[src/rtl/config_pkg.sv]
// Core configuration record and per-thread context status type
// shared by the thread scheduler and its context storage.
package config_pkg;

    typedef struct packed {
        int unsigned NUM_THREADS;
        int unsigned VLEN;
    } cva6_cfg_t;

    localparam cva6_cfg_t cva6_cfg_empty = '{NUM_THREADS: 32'd4, VLEN: 32'd32};

    typedef enum logic [1:0] {
        THREAD_HALTED  = 2'd0,
        THREAD_READY   = 2'd1,
        THREAD_BLOCKED = 2'd2
    } thread_status_t;

endpackage

[src/rtl/thread_scheduler.sv]
// Round-robin hardware thread scheduler: dispatches READY threads to the frontend,
// time-slices them with a quantum counter and drains the active thread on preemption or halt.
module thread_scheduler #(
    parameter config_pkg::cva6_cfg_t CVA6Cfg     = config_pkg::cva6_cfg_empty,
    parameter int unsigned           NUM_THREADS = CVA6Cfg.NUM_THREADS,
    parameter int unsigned           QUANTUM     = 16
) (
    input  logic                               clk_i,
    input  logic                               rst_ni,
    input  config_pkg::thread_status_t         all_threads_status_i [NUM_THREADS],
    output logic [$clog2(NUM_THREADS)-1:0]     pc_read_thread_id_o,
    input  logic [CVA6Cfg.VLEN-1:0]            pc_read_value_i,
    output logic                               pc_write_o,
    output logic [$clog2(NUM_THREADS)-1:0]     pc_write_thread_id_o,
    output logic [CVA6Cfg.VLEN-1:0]            pc_write_value_o,
    output logic                               thread_status_update_o,
    output logic [$clog2(NUM_THREADS)-1:0]     thread_status_update_id_o,
    output config_pkg::thread_status_t         thread_status_value_o,
    output logic                               switch_req_o,
    output logic [$clog2(NUM_THREADS)-1:0]     switch_thread_id_o,
    output logic [CVA6Cfg.VLEN-1:0]            switch_pc_o,
    input  logic                               switch_ack_i,
    output logic                               drain_req_o,
    input  logic                               save_pc_valid_i,
    input  logic [CVA6Cfg.VLEN-1:0]            save_pc_i,
    input  logic                               halt_req_i,
    input  logic                               wake_req_i,
    input  logic [$clog2(NUM_THREADS)-1:0]     wake_id_i,
    output logic                               wake_ack_o,
    output logic                               active_valid_o,
    output logic [$clog2(NUM_THREADS)-1:0]     active_thread_id_o
);

    localparam int unsigned   TW         = $clog2(NUM_THREADS);
    localparam int unsigned   CW         = $clog2(QUANTUM);
    localparam logic [TW-1:0] LAST_RESET = TW'(NUM_THREADS - 1);
    localparam logic [CW-1:0] CNT_RELOAD = CW'(QUANTUM - 1);

    typedef enum logic [2:0] {
        IDLE,
        DISPATCH,
        RUN,
        DRAIN,
        SELECT
    } state_e;

    state_e        state_q;
    logic [TW-1:0] last_id_q;
    logic [TW-1:0] sel_id_q;
    logic [TW-1:0] active_id_q;
    logic [CW-1:0] cnt_q;
    logic          halt_pending_q;
    logic          active_valid_q;
    logic          switch_req_q;
    logic          drain_req_q;

    logic [TW-1:0] rr_id_d;
    logic [TW-1:0] cand_id;
    logic          rr_found;
    logic          other_ready;
    logic          save_fire;
    logic          halt_write;

    // Search starts just after the last active thread, so that thread is considered last.
    // NOTE: every variable gets a default before the loop so no latch is inferred.
    always_comb begin
        rr_id_d     = '0;
        cand_id     = '0;
        rr_found    = 1'b0;
        other_ready = 1'b0;
        for (int unsigned i = 1; i <= NUM_THREADS; i++) begin
            cand_id = TW'((32'(last_id_q) + i) % NUM_THREADS);
            if (all_threads_status_i[cand_id] == config_pkg::THREAD_READY) begin
                if (!rr_found) begin
                    rr_id_d  = cand_id;
                    rr_found = 1'b1;
                end
                if (i < NUM_THREADS) begin
                    other_ready = 1'b1;
                end
            end
        end
    end

    assign save_fire  = (state_q == DRAIN) && save_pc_valid_i;
    assign halt_write = save_fire && halt_pending_q;

    // A halt status write owns the status port; a colliding wake is held off by the requester.
    assign wake_ack_o                = wake_req_i && !halt_write;
    assign thread_status_update_o    = halt_write || wake_req_i;
    assign thread_status_update_id_o = halt_write ? active_id_q : (wake_req_i ? wake_id_i : '0);
    assign thread_status_value_o     = halt_write ? config_pkg::THREAD_HALTED
                                                  : config_pkg::THREAD_READY;

    assign pc_write_o           = save_fire;
    assign pc_write_thread_id_o = active_id_q;
    assign pc_write_value_o     = save_pc_i;

    assign pc_read_thread_id_o = sel_id_q;
    assign switch_thread_id_o  = sel_id_q;
    assign switch_pc_o         = pc_read_value_i;
    assign switch_req_o        = switch_req_q;
    assign drain_req_o         = drain_req_q;
    assign active_valid_o      = active_valid_q;
    assign active_thread_id_o  = active_id_q;

    // NOTE: sequential state uses non-blocking assignments only.
    always_ff @(posedge clk_i or negedge rst_ni) begin
        if (!rst_ni) begin
            state_q        <= IDLE;
            last_id_q      <= LAST_RESET;
            sel_id_q       <= '0;
            active_id_q    <= '0;
            cnt_q          <= '0;
            halt_pending_q <= 1'b0;
            active_valid_q <= 1'b0;
            switch_req_q   <= 1'b0;
            drain_req_q    <= 1'b0;
        end else begin
            case (state_q)
                IDLE, SELECT: begin
                    if (rr_found) begin
                        sel_id_q     <= rr_id_d;
                        switch_req_q <= 1'b1;
                        state_q      <= DISPATCH;
                    end else begin
                        state_q <= IDLE;
                    end
                end
                DISPATCH: begin
                    if (switch_ack_i) begin
                        switch_req_q   <= 1'b0;
                        active_valid_q <= 1'b1;
                        active_id_q    <= sel_id_q;
                        last_id_q      <= sel_id_q;
                        cnt_q          <= CNT_RELOAD;
                        state_q        <= RUN;
                    end
                end
                RUN: begin
                    if (halt_req_i) begin
                        halt_pending_q <= 1'b1;
                        drain_req_q    <= 1'b1;
                        state_q        <= DRAIN;
                    end else if (cnt_q == '0) begin
                        if (other_ready) begin
                            drain_req_q <= 1'b1;
                            state_q     <= DRAIN;
                        end else begin
                            cnt_q <= CNT_RELOAD;
                        end
                    end else begin
                        cnt_q <= cnt_q - 1'b1;
                    end
                end
                DRAIN: begin
                    if (save_pc_valid_i) begin
                        drain_req_q    <= 1'b0;
                        active_valid_q <= 1'b0;
                        halt_pending_q <= 1'b0;
                        state_q        <= SELECT;
                    end
                end
                default: state_q <= IDLE;
            endcase
        end
    end

endmodule

[config.mk]
export PLATFORM = sky130hd
export DESIGN_NAME = thread_scheduler
export DESIGN_NICKNAME = d
export VERILOG_FILES = /design/src/rtl/config_pkg.sv /design/src/rtl/thread_scheduler.sv
export SDC_FILE = /design/constraint.sdc
export NUM_CORES = 1
export LEC_CHECK = 0
export ABC_CLOCK_PERIOD_IN_PS = 1750
export BUFFER_PORTS_ARGS = -buffer_cell sky130_fd_sc_hd__buf_2
export CAP_MARGIN = 20
export CORE_UTILIZATION = 32
export DETAILED_ROUTE_END_ITERATION = 8
export GPL_TIMING_DRIVEN = 1
export PLACE_DENSITY = 0.78
export RECOVER_POWER = 100
export SLEW_MARGIN = 20
export SYNTH_ARGS = -nofsm -noshare
export SYNTH_HDL_FRONTEND = slang
export SYNTH_SLANG_ARGS = --single-unit
[constraint.sdc]
create_clock -name clk_i -period 1.75 [get_ports clk_i]
set_input_delay 0.175 -clock clk_i [delete_from_list [all_inputs] [get_ports clk_i]]
set_output_delay 0.175 -clock clk_i [all_outputs]
set_load 0.02 [all_outputs]
==> flow_metrics.tcl <==
set metrics [dict create \
    cts.reportedPaths.clkPinSlew_ns 0.07 \
    fillers 485 \
    first_global_vias 1080 \
    clockBufferDepth 2 \
    die_x_um 71.18 \
    drc 12 \
    worst-slew-pin-transition_ns 0.9270 \
    clock-sinks 17 \
    core_sq_um 4474 \
    cts_buffers 3 \
    h-tree-depth 1 \
    fin_cells 221 \
    synth_common_cells "buf_4 (69), dfrtp_1 (15), nor2_1 (14)" \
    grt_overflow 0 \
    fp.dieH_um 71.18 \
    crit_fanout 5 \
    globalplace.congestion 0.8172 \
    min_path_type "input pin to flop" \
    cts-root-buf "clkbuf_8" \
    worst_slack_ns -0.03468 \
    yosysWarnings 0 \
    maxSlewViolCount 0 \
    num_vias 1138 \
    antenna_left 0 \
    min-delay-start "halt_req_i" \
    status "complete, but fails checks" \
    finalCritPeriodShare_pct 102.0 \
    synth-edff-count 0 \
    cts_tree "built" \
    grt_pass1_wl_mm 4.912 \
    synth_nets 271 \
    ys_ff_latch 17 \
    post-dp-hpwl_mm 2.265 \
    n_antenna_cell 0 \
    violations "DRC, setup timing" \
    setup_violations 1 \
    timing.slew.headroom_pct 38.20 \
    async_flop_share_pct 100.0 \
    peakVddDrop_uv 442.1 \
    worstPathArrival_ns 1.91 \
    hold_slack_ns 0.1982 \
    synth.largest_area_cell "buf_4" \
    reg2reg_from "last_id_q[1]" \
    grtUsageTotal_pct 12.25 \
    critPathLaunch "last_id_q[1]" \
    pwr_density_cell_nw_per_um2 1625 \
    drive_above_1_share_pct 28.99 \
    syn_inst 189 \
    synthFlopType "dfrtp_1" \
    ios 162 \
    synthesis.area_sq_um 1531 \
    synth_top_area_share_pct 33.82 \
    grt_antenna_before_repair 0 \
    synthDistinctLibCells 35 \
    endpoint_kind "flop" \
    clock_skew_ns 0.001983 \
    area_delta_synth_final_pct -7.679 \
    syn-mean-instance-area_sq_um 8.103 \
    drt_iter0_drc 82 \
    max_freq_ghz 0.5603 \
    dpl.cell_count 212 \
    worst_ep_required_time_ns 1.88 \
    layout.nets 252 \
    multi_input_area_sq_um 593.1 \
    ys_seq_area_share_pct 27.94 \
    via_per_inst 5.149 \
    fin_crit_ns 1.785 \
    hold_viol 0 \
    rsz0062_at_grt "true" \
    seq_area_sq_um 427.9 \
    crit_type "flop to flop" \
    avgRoutedWirePerCell_um 14.36 \
    wirelength_mm 3.174 \
    synth.most_common_cell "buf_4" \
    maxCapViolCount 0 \
    clk-insertion-delay-late_ns 0.25 \
    portBuffers 32 \
    grt_max_degree 18 \
    start_util_pct 34.23 \
    dieArea_sq_um 5067 \
    drt_pass1_iterations 7 \
    synthTopCellsByArea "buf_4 (34%), dfrtp_1 (25%), dfstp_2 (3.4%)" \
    startpoint_type "flop" \
    cellLeakagePower_nw 0.6159 \
    num_rows 24 \
]
[what timing repair did]
item	4_1_cts	5_1_grt
hold buffers	1	0
setup endpoints to repair	5	10
gates resized for setup	1	7
hold endpoints to repair	15	0
buffers inserted	1	3
pin swaps	2	3
[through the flow]
step | setup slack (ns) | instance area [sq um] | power [mW] | setup TNS [ns] | util (%)
after global placement | 0.08235 | 1316 | 1.855 | 0 | 29.42
after floorplan | 0.02062 | 1544 | 1.744 | 0 | -
after global routing | -0.1361 | 1414 | 2.484 | -0.1735 | 31.60
final | -0.03468 | 1414 | 2.298 | -0.03468 | 31.60
after CTS | 0.01031 | 1385 | 2.233 | 0 | 30.96
after detailed placement | -0.03577 | 1316 | 1.896 | -0.07152 | 29.42
[power by group]
part / switching, mW / internal [mW]
Sequential: 0.158 / 0.577
Combinational: 0.760 / 0.511
Clock: 0.135 / 0.158
[cell usage in the layout, fill, tap and decap left out, drive strengths merged, types with 2 or more instances in the layout]
cell type and count:
nor3 3, nor3b 3, nor2 14, inv 9
buf 28, a21o 2, a21oi 9, nor2b 6
mux2i 2, clkbuf 21, a31oi 2, nand2b 3
a211oi 2, nand3 2, ha 2, nand2 13
a21boi 2, dfrtp 15, o21ai 9, o22ai 2
o31ai 2, o21a 2, dfstp 2
[final timing paths]
| check | endpoint | cells after the start | slack [ns] |
|---|---|---|---|
| max in group asynchronous | cnt_q[1] | 2 | 0.60 |
| min reg2reg | switch_req_o | 1 | 0.50 |
| max reg2reg | pc_read_thread_id_o[0] | 7 | -0.03 |
| max | pc_read_thread_id_o[0] | 7 | -0.03 |
| min | halt_pending_q | 3 | 0.20 |
| min in group asynchronous | cnt_q[0] | 2 | 0.58 |
[worst max-delay path, cell delays in order, from the launching register on]
cell and delay, ns:
dfstp_2 0.58, nor3b_1 0.08, a21oi_1 0.19, mux2i_1 0.12
ha_1 0.31, nand2_2 0.07, o32ai_2 0.26, a31oi_1 0.06
[cells by family after synthesis]
group	share of synthesized area [%]
AO/OA/AOI/OAI	15.85
multiplexers	2.042
AND/OR/NAND/NOR	15.61
buffers and inverters	36.68
other	0.2449
adder cells (fa/ha/maj)	1.634
flip-flops	27.94
[routing by layer]
metal	GRT usage, %	share of wire (%)
met1	14.01	40
met3	4.131	9.3
met2	19.47	48
met5	0	0
met4	8.000	2.7
[flip-flops by register name, indices dropped and copies added, names as in the netlist]
name                 cells
drain_req_o              1
cnt_q                    4
state_q                  3
halt_pending_q           1
pc_read_thread_id_o      2
active_valid_o           1
active_thread_id_o       2
last_id_q                2
switch_req_o             1
[layout make-up]
| type | count | area share (%) |
|---|---|---|
| multi-input cells | 92 | 41.95 |
| well taps | 52 | 4.602 |
| repair buffers | 47 | 17.52 |
| clock inverters | 1 | 0.3540 |
| clock buffers | 3 | 2.920 |
| inverters | 9 | 2.389 |
| flip-flops and latches | 17 | 30.27 |
(Power assumes the default switching activity.)
